## src/rtl/iob_piso_reg.sv

```systemverilog
// Parallel-in/serial-out transmitter: loads a word on a valid/ready handshake and
// shifts it out MSB first with a per-bit sample strobe for the iob_sipo_reg receiver.
//
// state | meaning
// IDLE  | no word held, s_o/s_en_o/s_last_o low, ready for a word
// SHIFT | word in shreg being sent, one bit per BIT_PERIOD enabled cycles
module iob_piso_reg #(
  parameter int DATA_W     = 21,
  parameter int BIT_PERIOD = 1
) (
  input  logic              clk_i,
  input  logic              cke_i,
  input  logic              rst_i,
  input  logic [DATA_W-1:0] p_i,
  input  logic              p_valid_i,
  output logic              p_ready_o,
  output logic              s_o,
  output logic              s_en_o,
  output logic              s_last_o,
  output logic              busy_o
);

  localparam int BW = $clog2(DATA_W);
  localparam int DW = $clog2(BIT_PERIOD + 1);
  localparam logic [BW-1:0] BIT_LAST = BW'(DATA_W - 1);
  localparam logic [DW-1:0] DIV_LAST = DW'(BIT_PERIOD - 1);

  typedef enum logic {IDLE, SHIFT} state_t;

  state_t            state_q, state_d;
  logic [DATA_W-1:0] shreg;
  logic [BW-1:0]     bit_cnt;
  logic [DW-1:0]     div_cnt;

  logic bit_end, fin, ready, xfer;

  assign bit_end = (state_q == SHIFT) && (div_cnt == DIV_LAST);
  assign fin     = bit_end && (bit_cnt == BIT_LAST);
  assign ready   = cke_i && !rst_i && ((state_q == IDLE) || fin);
  assign xfer    = p_valid_i && ready;

  always_ff @(posedge clk_i) begin
    if (cke_i) begin
      if (rst_i) state_q <= IDLE;
      else       state_q <= state_d;
    end
  end

  always_ff @(posedge clk_i) begin
    if (cke_i) begin
      if (rst_i) begin
        shreg   <= '0;
        bit_cnt <= '0;
        div_cnt <= '0;
      end else if (xfer) begin
        shreg   <= p_i;
        bit_cnt <= '0;
        div_cnt <= '0;
      end else if (fin) begin
        // clearing shreg keeps s_o low while idle
        shreg   <= '0;
        bit_cnt <= '0;
        div_cnt <= '0;
      end else if (state_q == SHIFT) begin
        if (bit_end) begin
          div_cnt <= '0;
          shreg   <= {shreg[DATA_W-2:0], 1'b0};
          bit_cnt <= bit_cnt + BW'(1);
        end else begin
          div_cnt <= div_cnt + DW'(1);
        end
      end
    end
  end

  always_comb begin
    state_d = state_q;
    if (xfer)     state_d = SHIFT;
    else if (fin) state_d = IDLE;
  end

  always_comb begin
    p_ready_o = ready;
    s_o       = shreg[DATA_W-1];
    s_en_o    = cke_i && bit_end;
    s_last_o  = (state_q == SHIFT) && (bit_cnt == BIT_LAST);
    busy_o    = (state_q == SHIFT);
  end

endmodule

```

## config.mk

```make
export PLATFORM = sky130hd
export DESIGN_NAME = iob_piso_reg
export DESIGN_NICKNAME = d
export VERILOG_FILES = /design/src/rtl/iob_piso_reg.sv
export SDC_FILE = /design/constraint.sdc
export NUM_CORES = 1
export LEC_CHECK = 0
export CORE_ASPECT_RATIO = 0.9
export CORE_MARGIN = 4
export CORE_UTILIZATION = 35
export CTS_BUF_LIST = sky130_fd_sc_hd__clkbuf_8 sky130_fd_sc_hd__clkbuf_16
export CTS_CLUSTER_SIZE = 20
export DETAILED_ROUTE_END_ITERATION = 10
export PLACE_DENSITY_LB_ADDON = 0.05
export SYNTH_ARGS = -nofsm -noshare
export SYNTH_HDL_FRONTEND = slang
export SYNTH_SLANG_ARGS = --single-unit
```

## constraint.sdc

```tcl
create_clock -name clk_i -period 5.3 [get_ports clk_i]
set_clock_uncertainty 0.15 [all_clocks]
set_input_delay 1.06 -clock clk_i [delete_from_list [all_inputs] [get_ports clk_i]]
set_output_delay 1.06 -clock clk_i [all_outputs]
set_load 0.05 [all_outputs]
```

Word-level counts from Yosys, hierarchy flattened
Cells that the tools add are included.
{"block": "totals", "regBits": 28, "input_bits": 25, "output_inout_bits": 5, "wordCells": 35}
{"block": "classes", "n_addsub": 2, "eq_ne": 1, "muxes": 10, "n_bitwise": 2, "reduce_logical": 16}
{"cell": "$mux W21", "n": 4}
{"cell": "$mux W5", "n": 2}
{"cell": "$reduce_bool A4 Y1", "n": 2}
{"cell": "$logic_and A1 B1 Y1", "n": 7}
{"cell": "$add A5 B1 Y5 const B", "n": 1}
{"cell": "$eq A5 B5 Y1 const B", "n": 1}
{"cell": "$mux W1", "n": 4}
{"cell": "$reduce_and A2 Y1", "n": 2}
{"cell": "$reduce_and A3 Y1", "n": 1}
{"cell": "$reduce_bool A3 Y1", "n": 1}
{"cell": "$reduce_or A3 Y1", "n": 1}
{"cell": "$not A1 Y1", "n": 2}
{"cell": "$add A1 B1 Y1 const B", "n": 1}
{"cell": "$logic_not A1 Y1", "n": 1}
{"cell": "$logic_or A1 B1 Y1", "n": 1}

Logic depth before layout (Yosys ltp)
Gate-level depths: netlist of the first run.
{"block": "logic_depth", "depth_word": 8, "mapped_depth": 6, "mapped_depth_nobuf": 5}

Worst setup path after synthesis of the first run
Ideal clock, no wire load.
{"block": "synth_path", "path_type": "in2out", "from": "in cke_i", "to": "out p_ready_o", "arrival_ns": 1.991, "path_slack_ns": 2.099, "path_stages": 2, "n_path_buf": 0, "cell_sequence": "nor2b_1 -> a21boi_1"}
{"block": "synth_via", "elab_chain_cells": 2}
{"item": "start, declared", "line_no": "12", "rtl": "input logic cke_i,"}
{"item": "$logic_and A1 B1 Y1 (2 in a row)", "line_no": "39", "rtl": "assign ready = cke_i && !rst_i && ((state_q == IDLE) || fin);"}
{"item": "end, declared", "line_no": "16", "rtl": "output logic p_ready_o,"}
Every way passes these cells.

Worst setup path in the final report of the first run
Ends and elaborated chain as after synthesis.

==> summary.txt, run 1 <==
Status
  – Status: finished, final reports clean

Routing
  – WL/cell: 15.1 µm
  – Pre-antenna DRT Iters: 4
  – DRC: 0
  – DRT Wirelength: 2370 µm
  – Post-route ant nets: 0
  – Initial DRC Count: 46
  – Vias per cell: 5.06
  – Via Count: 795

Logic synthesis
  – Syn. warnings: 0
  – Yosys reg bits: 28
  – Mapped Cells: 83
  – Distinct cells, synth: 23
  – Post-synth EDFFs: 28
  – Ys async rst share: 0%
  – Synth Cell Area: 1310 µm²
  – Syn nets: 110
  – Most used DFF post-synth: edfxtp_1
  – Post-synthesis sequential area ratio: 64.2%
  – Synthesized area per cell: 15.8 µm²

Final layout
  – Reg area: 841 µm²
  – Antenna cell count: 0
  – Layout Nets: 141
  – Area Overhead vs Synth: 29.0%
  – Multi-input gate area: 415 µm²
  – FILL cells: 315
  – Share of cells above drive strength 1: 8.85%
  – Post-route cell area: 1690 µm²
  – Layout Cells excl Fill: 157
  – Fin util: 48.5%

Flow run
  – Max_cap viols: 0

Floorplanning
  – Io pins: 30
  – Initial core utilization: 37.6%
  – Row cnt: 20
  – Die Height: 66.0 µm
  – Die area: 4780 µm²
  – Core ar.: 3480 µm²
  – DIE WIDTH: 72.5 µm

Worst setup path
  – Cells on worst reg2reg path: 5
  – WP data arrival: 2.90 ns
  – Peak fanout along the critical path: 8
  – Reg2reg start: bit_cnt[0]
  – Data required, critical path: 4.09 ns
  – Critical path class: in -> out
  – Worst reg-to-reg setup slack: 3.02 ns
  – Startpoint types: input port
  – CP endpoint kind: primary output
  – Reg2reg end: shreg[6]

Placement
  – HPWL after detailed placement: 1590 µm
  – Placer congestion estimate: 0.710
  – Instance area after placement: 1620 µm²
  – # port buffers: 29
  – Post-placement cell count: 153
  – Pre-CTS setup slack: 1.18 ns

CTS
  – CTS Sinks: 28
  – Hold_buf cts: 0
  – CTS tree: built
  – Worst skew pair latency: 0.28 ns
  – Num CTS Buffers: 3
  – Post-CTS setup buffer count: 0
  – Post-cts repair resize count: 0
  – Clock transition at path regs: 0.10 ns
  – Clock Path Buffers: 2
  – H-tree depth: 1
  – Root buffer cell: clkbuf_8

STA
  – Max Slew Vio Count: 0
  – Final hold vios: 0
  – Fmax: 0.243 GHz
  – Final setup margin: 1.19 ns
  – Period minus WS final: 4.11 ns
  – RSZ-0062 raised after global routing: false
  – Slew headroom: 38.4%
  – Final period util: 77.6%
  – Slew of the pin with the lowest slew margin: 0.925 ns
  – Sum Neg Setup Slack: 0 ns
  – Final Hold Slack: 0.387 ns
  – Setup-failing EPs final: 0

Power and ir drop
  – Sequential share of power: 54.0%
  – Combinational power share: 12.7%
  – Internal: 398 µW
  – Sw Share: 20.2%
  – Net Sw Power: 101 µW
  – Clock Power Share: 33.3%
  – P_leak: 0.595 nW
  – Total power: 499 µW
  – Peak VDD IR: 0.000192 V
  – Power per standard cell area: 295 nW/µm²

Global route
  – Vias in the first global route: 801
  – First-pass GRT wire length: 3940 µm
  – Largest net degree at the start of global routing: 27
  – Grt ovf: 0
  – Total Routing Usage GR: 10.7%
  – Initial antenna violation count: 0

Worst hold path
  – Hold wc startpoint: shreg[1]
  – Hold crit path type: reg -> reg
  – Hold path cells: 1
  – Min-Delay Endpoint: shreg[2]
[cell usage in the layout, fill, tap and decap left out, types with 2 or more instances in the layout]
| master | instances |
|---|---|
| a22o_1 | 21 |
| and2_1 | 4 |
| clkbuf_8 | 3 |
| clkdlybuf4s50_1 | 29 |
| edfxtp_1 | 28 |
| ha_1 | 2 |
| inv_1 | 2 |
| nand3_1 | 2 |
| nor2_1 | 4 |
| xor2_1 | 2 |
[synthesized netlist by cell type, types with 2 or more instances]
cell      instances  share of area [%]
a22o_1           21                 14
and2_1            4                1.9
nor2_1            4                1.1
ha_1              2                1.9
edfxtp_1         28                 64
inv_1             2               0.57
xor2_1            2                1.3
buf_6             4                3.4
nand3_1           2               0.76
[power by group through the flow]
stage	combinational (mW)	sequential, mW	clock, mW
after floorplan	0.0343	0.276	0
after global placement	0.0631	0.274	0
after detailed placement	0.0640	0.274	0
after CTS	0.0646	0.270	0.172
after global routing	0.0695	0.271	0.183
final	0.0632	0.269	0.166
[state kept, by name, indices dropped and copies added (netlist names)]
name / count
shreg: 21
bit_cnt: 5
busy_o: 1
div_cnt: 1
[worst max-delay path, cell delays in order]
cell	delay, ns
clkdlybuf4s50_1	0.64
nor2b_1	0.22
a21boi_1	0.17
clkdlybuf4s50_1	0.81
[cell families (layout without fill, tap and decap cells)]
family,after synthesis,in the layout,share of synthesized area [%]
simple gates,18,18,9.18
buf+inv,6,36,4.02
compound gates,26,26,18.6
xor+xnor,3,3,2.01
fa+ha+maj,2,2,1.91
flops,28,28,64.2
[worst max-delay path by stage]
stage	from	end	slack, ns	depth (start not counted)
2_1_floorplan	cke_i	p_ready_o	2.10	2
6_report	cke_i	p_ready_o	1.19	4
3_3_place_gp	cke_i	p_ready_o	1.23	4
3_5_place_dp	cke_i	p_ready_o	1.18	4
4_1_cts	cke_i	p_ready_o	1.18	4
5_1_grt	cke_i	p_ready_o	1.08	4
[metal layers]
layer	GRT usage, %	up-vias	wire length, µm
li1	-	391	-
met1	15.3	382	1210
met2	15.0	20	990
met3	4.41	2	157
met4	2.76	0	11
met5	0	-	0
[area by class of cell]
cell class	count	area share (%)
repair buffers	30	17.6
clock buffers	3	2.45
inverters	2	0.445
flip-flops and latches	28	49.8
multi-input cells	49	24.6
clock inverters	1	1.78
well taps	44	3.26
Note: power is estimated with default switching activity, not from simulation.
==> run 2, diff against run 1 <==
- clock period: 5.3 -> 3.4 ns (I/O delays scaled with it)
==> summary.txt, run 2 (synthesized netlist as in run 1, its figures left out) <==
Placement
  – # port buffers: 29 (unchanged)
  – Placer congestion estimate: 0.731 (+3.0%)
  – HPWL after detailed placement: 1610 µm (+1.8%)

Final layout
  – FILL cells: 312 (-0.95%)
  – Layout Nets: 141 (unchanged)
  – Most frequent cells in the layout: edfxtp_1, clkdlybuf4s50_1, a22o_1, and2_1, nor2_1
  – Largest regs: shreg: 21 flops, bit_cnt: 5 flops
  – Most common cell after layout, fill and taps aside: edfxtp_1
  – Fin util: 48.7% (+0.22 points)
  – Reg with most FFs: shreg
  – Share of cells above drive strength 1: 10.6% (+1.8 points)
  – Antenna cell count: 0 (unchanged)
  – Largest register FFs: 21 (unchanged)
  – Area Overhead vs Synth: 29.5%

STA
  – Final hold vios: 0 (unchanged)
  – Sum Neg Setup Slack: 0 ns (unchanged)
  – Max Slew Vio Count: 0 (unchanged)
  – Period minus WS final: 3.01 ns
  – Final period util: 88.6%
  – Slew headroom: 42.1% (+3.7 points)
  – Slew of the pin with the lowest slew margin: 0.869 ns (-0.0561 ns)
  – RSZ-0062 raised after global routing: false
  – Setup-failing EPs final: 0 (unchanged)
  – Fmax: 0.332 GHz

CTS
  – Clock transition at path regs: 0.09 ns (about the same)
  – Worst skew pair latency: 0.27 ns (about the same)
  – CTS tree: built
  – Post-CTS setup buffer count: 0 (unchanged)
  – Hold_buf cts: 0 (unchanged)
  – Root buffer cell: clkbuf_8
  – Post-cts repair resize count: 0 (unchanged)
  – Num CTS Buffers: 3 (unchanged)
  – CTS Sinks: 28 (unchanged)
  – Clock Path Buffers: 2 (unchanged)
  – H-tree depth: 1 (unchanged)

Worst setup path
  – CP peak stage delay: 0.80 ns (about the same)
  – Critical path class: reg -> out
  – Crit-path slowest cell: clkdlybuf4s50_1
  – CP endpoint kind: primary output
  – CP Cell Sequence: inv_1 > ha_1 > and4b_4 > and2_2 > clkdlybuf4s50_1
  – Data required, critical path: 2.57 ns (-1.52 ns)
  – WP data arrival: 2.18 ns (-0.72 ns)
  – Startpoint types: register
  – Peak fanout along the critical path: 5 (-3)

Status
  – Status: finished, final reports clean

Floorplanning
  – Die area: 4780 µm² (unchanged)
  – Io pins: 30 (unchanged)
  – Initial core utilization: 37.6% (unchanged)
  – Die Height: 66.0 µm (unchanged)
  – Row cnt: 20 (unchanged)
  – DIE WIDTH: 72.5 µm (unchanged)
  – Core ar.: 3480 µm² (unchanged)

Power and ir drop
  – P_leak: 0.601 nW (+1.1%)
  – Peak VDD IR: 0.000232 V (+21%)
  – Power per standard cell area: 459 nW/µm² (+55%)

Routing
  – Via Count: 791 (-0.50%)
  – DRC: 0 (unchanged)
  – Pre-antenna DRT Iters: 4 (unchanged)
  – Initial DRC Count: 70 (+52%)
  – Post-route ant nets: 0 (unchanged)
  – WL/cell: 15.0 µm (-0.76%)
  – DRT Wirelength: 2350 µm (-0.76%)
  – Vias per cell: 5.04 (-0.50%)

Global route
  – Largest net degree at the start of global routing: 27 (unchanged)
  – First-pass GRT wire length: 3920 µm (-0.51%)
  – Initial antenna violation count: 0 (unchanged)
  – Grt ovf: 0 (unchanged)
  – Total Routing Usage GR: 11.0% (+0.24 points)
  – Vias in the first global route: 805 (+0.50%)

Flow run
  – Max_cap viols: 0 (unchanged)

Worst hold path
  – Hold crit path type: reg -> reg
==> run 2: cell types whose count changed in the layout (fill, tap and decap cells not counted) <==
cell             before  now
buf_4                 1    2
buf_12                0    1
clkdlybuf4s50_1      29   27
==> run 2: power by group <==
group | internal [mW] | switching, mW | total (mW) | leakage [nW]
registers | 0.409 | 0.0108 | 0.420 | 0.277
clock network | 0.158 | 0.100 | 0.258 | 0.0357
logic | 0.0546 | 0.0449 | 0.0995 | 0.288
==> run 2: worst max-delay path, delay by kind of cell, from the launching register on <==
kind | cells | cell delay [ns]
adder cells (fa/ha/maj) | 1 | 0.14
buffers and inverters | 2 | 0.88
flip-flops | 1 | 0.44
AND/OR/NAND/NOR | 2 | 0.45
==> run 2: cell type report <==
type	instances	area (µm²)	area share, %
clock inverter	1	30.0	1.77
clock buffer	3	41.3	2.44
timing repair buffer	30	305	18.0
tap	44	55.1	3.25
sequential	28	841	49.6
inverter	2	7.51	0.443
multi-input combinational	49	415	24.5
==> run 2: layer usage <==
metal	part of all wire, %	vias up	global-route usage (%)	wire (µm)
met4	1.5	0	3.46	36
met1	49	380	14.6	1160
met5	0	-	0	0
met3	5.4	4	4.26	126
li1	-	390	-	-
met2	44	17	16.5	1030
==> run 2: worst paths after layout <==
kind	start	endpoint	slack, ns	cells after the start
worst max-delay path	bit_cnt[0]	s_last_o	0.39	5
worst min-delay path	shreg[0]	shreg[1]	0.40	1
worst max register to register	bit_cnt[0]	shreg[12]	1.18	5
worst min register to register	shreg[0]	shreg[1]	0.40	1
==> run 2: per-stage QoR <==
step | hold WS, ns | instance area, µm² | setup slack [ns] | power [mW] | cells
3_3_place_gp | 0.375 | 1620 | 0.640 | 0.527 | 153
2_1_floorplan | 0.368 | 1310 | 0.862 | 0.483 | 83
4_1_cts | 0.406 | 1700 | 0.362 | 0.795 | 157
3_5_place_dp | 0.380 | 1620 | 0.604 | 0.529 | 153
5_1_grt | 0.415 | 1700 | 0.250 | 0.822 | 157
6_report | 0.398 | 1700 | 0.389 | 0.778 | 157
==> run 3, diff against run 2 <==
--- a/config.mk
+++ b/config.mk
@@ -6,4 +6,5 @@
 export NUM_CORES = 1
 export LEC_CHECK = 0
+export ABC_CLOCK_PERIOD_IN_PS = 3400
 export CORE_ASPECT_RATIO = 0.9
 export CORE_MARGIN = 4
--- a/constraint.sdc
+++ b/constraint.sdc
@@ -3,3 +3,3 @@
 set_input_delay 0.68 -clock clk_i [delete_from_list [all_inputs] [get_ports clk_i]]
 set_output_delay 0.68 -clock clk_i [all_outputs]
-set_load 0.05 [all_outputs]
+set_load 0.02 [all_outputs]
==> summary.txt, run 3 (synthesized netlist as in run 1, its figures left out) <==
Final layout
  – FILL cells: 298 (-4.5%)
  – Antenna cell count: 0 (unchanged)
  – Most common cell after layout, fill and taps aside: clkdlybuf4s50_1
  – Layout Nets: 142 (+0.71%)
  – Post-route cell area: 1670 µm² (-1.8%)
  – Fin util: 47.9% (-0.86 points)
  – Largest regs: shreg: 21 flops, bit_cnt: 5 flops
  – Most frequent cells in the layout: clkdlybuf4s50_1, edfxtp_1, a22o_1, and2_1, nor2_1
  – Area Overhead vs Synth: 27.2%
  – Share of cells above drive strength 1: 8.85% (-1.8 points)
  – Largest register FFs: 21 (unchanged)
  – Reg with most FFs: shreg

STA
  – Final hold vios: 0 (unchanged)
  – RSZ-0062 raised after global routing: false
  – Slew headroom: 38.7% (-3.4 points)
  – Setup-failing EPs final: 0 (unchanged)
  – Final Hold Slack: 0.404 ns (+0.00543 ns)
  – Period minus WS final: 2.99 ns (-0.0180 ns)
  – Max Slew Vio Count: 0 (unchanged)
  – Slew of the pin with the lowest slew margin: 0.920 ns (+0.0513 ns)
  – Sum Neg Setup Slack: 0 ns (unchanged)
  – Final setup margin: 0.406 ns (+0.0180 ns)
  – Fmax: 0.334 GHz (+0.60%)
  – Final period util: 88.0% (-0.53 points)

Worst setup path
  – WP data arrival: 2.16 ns (-0.02 ns)
  – Worst reg-to-reg setup slack: 1.10 ns (-0.08 ns)
  – Peak fanout along the critical path: 5 (unchanged)
  – Startpoint types: input port
  – Data required, critical path: 2.57 ns (about the same)
  – CP endpoint kind: primary output
  – Critical path class: in -> out

Floorplanning
  – Die area: 4780 µm² (unchanged)
  – Core ar.: 3480 µm² (unchanged)
  – DIE WIDTH: 72.5 µm (unchanged)
  – Die Height: 66.0 µm (unchanged)
  – Io pins: 30 (unchanged)
  – Row cnt: 20 (unchanged)
  – Initial core utilization: 37.6% (unchanged)

Power and ir drop
  – Peak VDD IR: 0.000220 V (-5.2%)
  – Power per standard cell area: 413 nW/µm² (-10%)
  – P_leak: 0.585 nW (-2.7%)

Routing
  – DRT Wirelength: 2380 µm (+0.89%)
  – WL/cell: 15.1 µm (+0.89%)
  – Via Count: 805 (+1.8%)
  – Post-route ant nets: 0 (unchanged)
  – DRC: 0 (unchanged)
  – Initial DRC Count: 71 (+1.4%)
  – Pre-antenna DRT Iters: 4 (unchanged)
  – Vias per cell: 5.13 (+1.8%)

Global route
  – Grt ovf: 0 (unchanged)
  – GRT met3 Usage: 3.65% (-0.61 points)
  – GR peak layer: met1
  – Initial antenna violation count: 0 (unchanged)
  – First-pass GRT wire length: 3920 µm (unchanged)
  – Largest net degree at the start of global routing: 27 (unchanged)
  – Vias in the first global route: 804 (-0.12%)
  – Total Routing Usage GR: 10.8% (-0.21 points)
  – Met1 GRT Util: 15.7% (+1.1 points)
  – Met2 Usage GRT: 15.2% (-1.2 points)

CTS
  – Num CTS Buffers: 3 (unchanged)
  – CTS Sinks: 28 (unchanged)
  – Hold_buf cts: 0 (unchanged)
  – Root buffer cell: clkbuf_8
  – H-tree depth: 1 (unchanged)
  – Clock transition at path regs: 0.09 ns (about the same)
  – Worst skew pair latency: 0.27 ns (about the same)
  – Clock Path Buffers: 2 (unchanged)
  – Post-CTS setup buffer count: 0 (unchanged)
  – CTS tree: built
  – Post-cts repair resize count: 0 (unchanged)

Status
  – Status: finished, final reports clean

Flow run
  – Max_cap viols: 0 (unchanged)

Placement
  – Placer congestion estimate: 0.699 (-4.3%)
  – Pre-CTS setup slack: 0.403 ns (-0.201 ns)
  – # port buffers: 29 (unchanged)
  – Instance area after placement: 1620 µm² (unchanged)
  – HPWL after detailed placement: 1580 µm (-2.2%)

Worst hold path
  – Hold crit path type: reg -> reg
[run 3: final cells by class]
class / instances / area [µm²] / area share (%)
tap: 44 / 55.1 / 3.31
timing repair buffer: 31 / 305 / 18.3
clock buffer: 3 / 41.3 / 2.48
inverter: 2 / 7.51 / 0.451
multi-input combinational: 49 / 415 / 24.9
sequential: 28 / 841 / 50.5
[run 3: worst paths after layout]
| path | from | end | depth (start not counted) |
|---|---|---|---|
| setup reg to reg | bit_cnt[0] | shreg[9] | 5 |
| hold reg to reg | shreg[6] | shreg[7] | 1 |
| hold / removal | shreg[6] | shreg[7] | 1 |
| setup / recovery | rst_i | p_ready_o | 4 |
[run 3: metal layers]
layer / up-vias / routed length [µm]
met1: 394 / 1190
li1: 391 / -
met4: 0 / 17
met5: - / 0
met2: 18 / 1040
met3: 2 / 127
[run 3: metrics by stage]
step,power (mW),cells
floorplan,0.477,83
global placement,0.521,154
detailed placement,0.522,154
CTS,0.697,157
global route,0.723,157
finish,0.688,157
[run 3: power by group]
| part | leakage [nW] | internal, mW | total, mW | switching (mW) |
|---|---|---|---|---|
| Clock | 0.0216 | 0.0794 | 0.174 | 0.0947 |
| Combinational | 0.287 | 0.0544 | 0.0934 | 0.0390 |
| Sequential | 0.277 | 0.409 | 0.420 | 0.0109 |
[run 3: worst max-delay path: stages]
cell	delay, ns
clkdlybuf4s50_1	0.51
nor2b_1	0.19
a21boi_1	0.17
clkdlybuf4s50_1	0.61
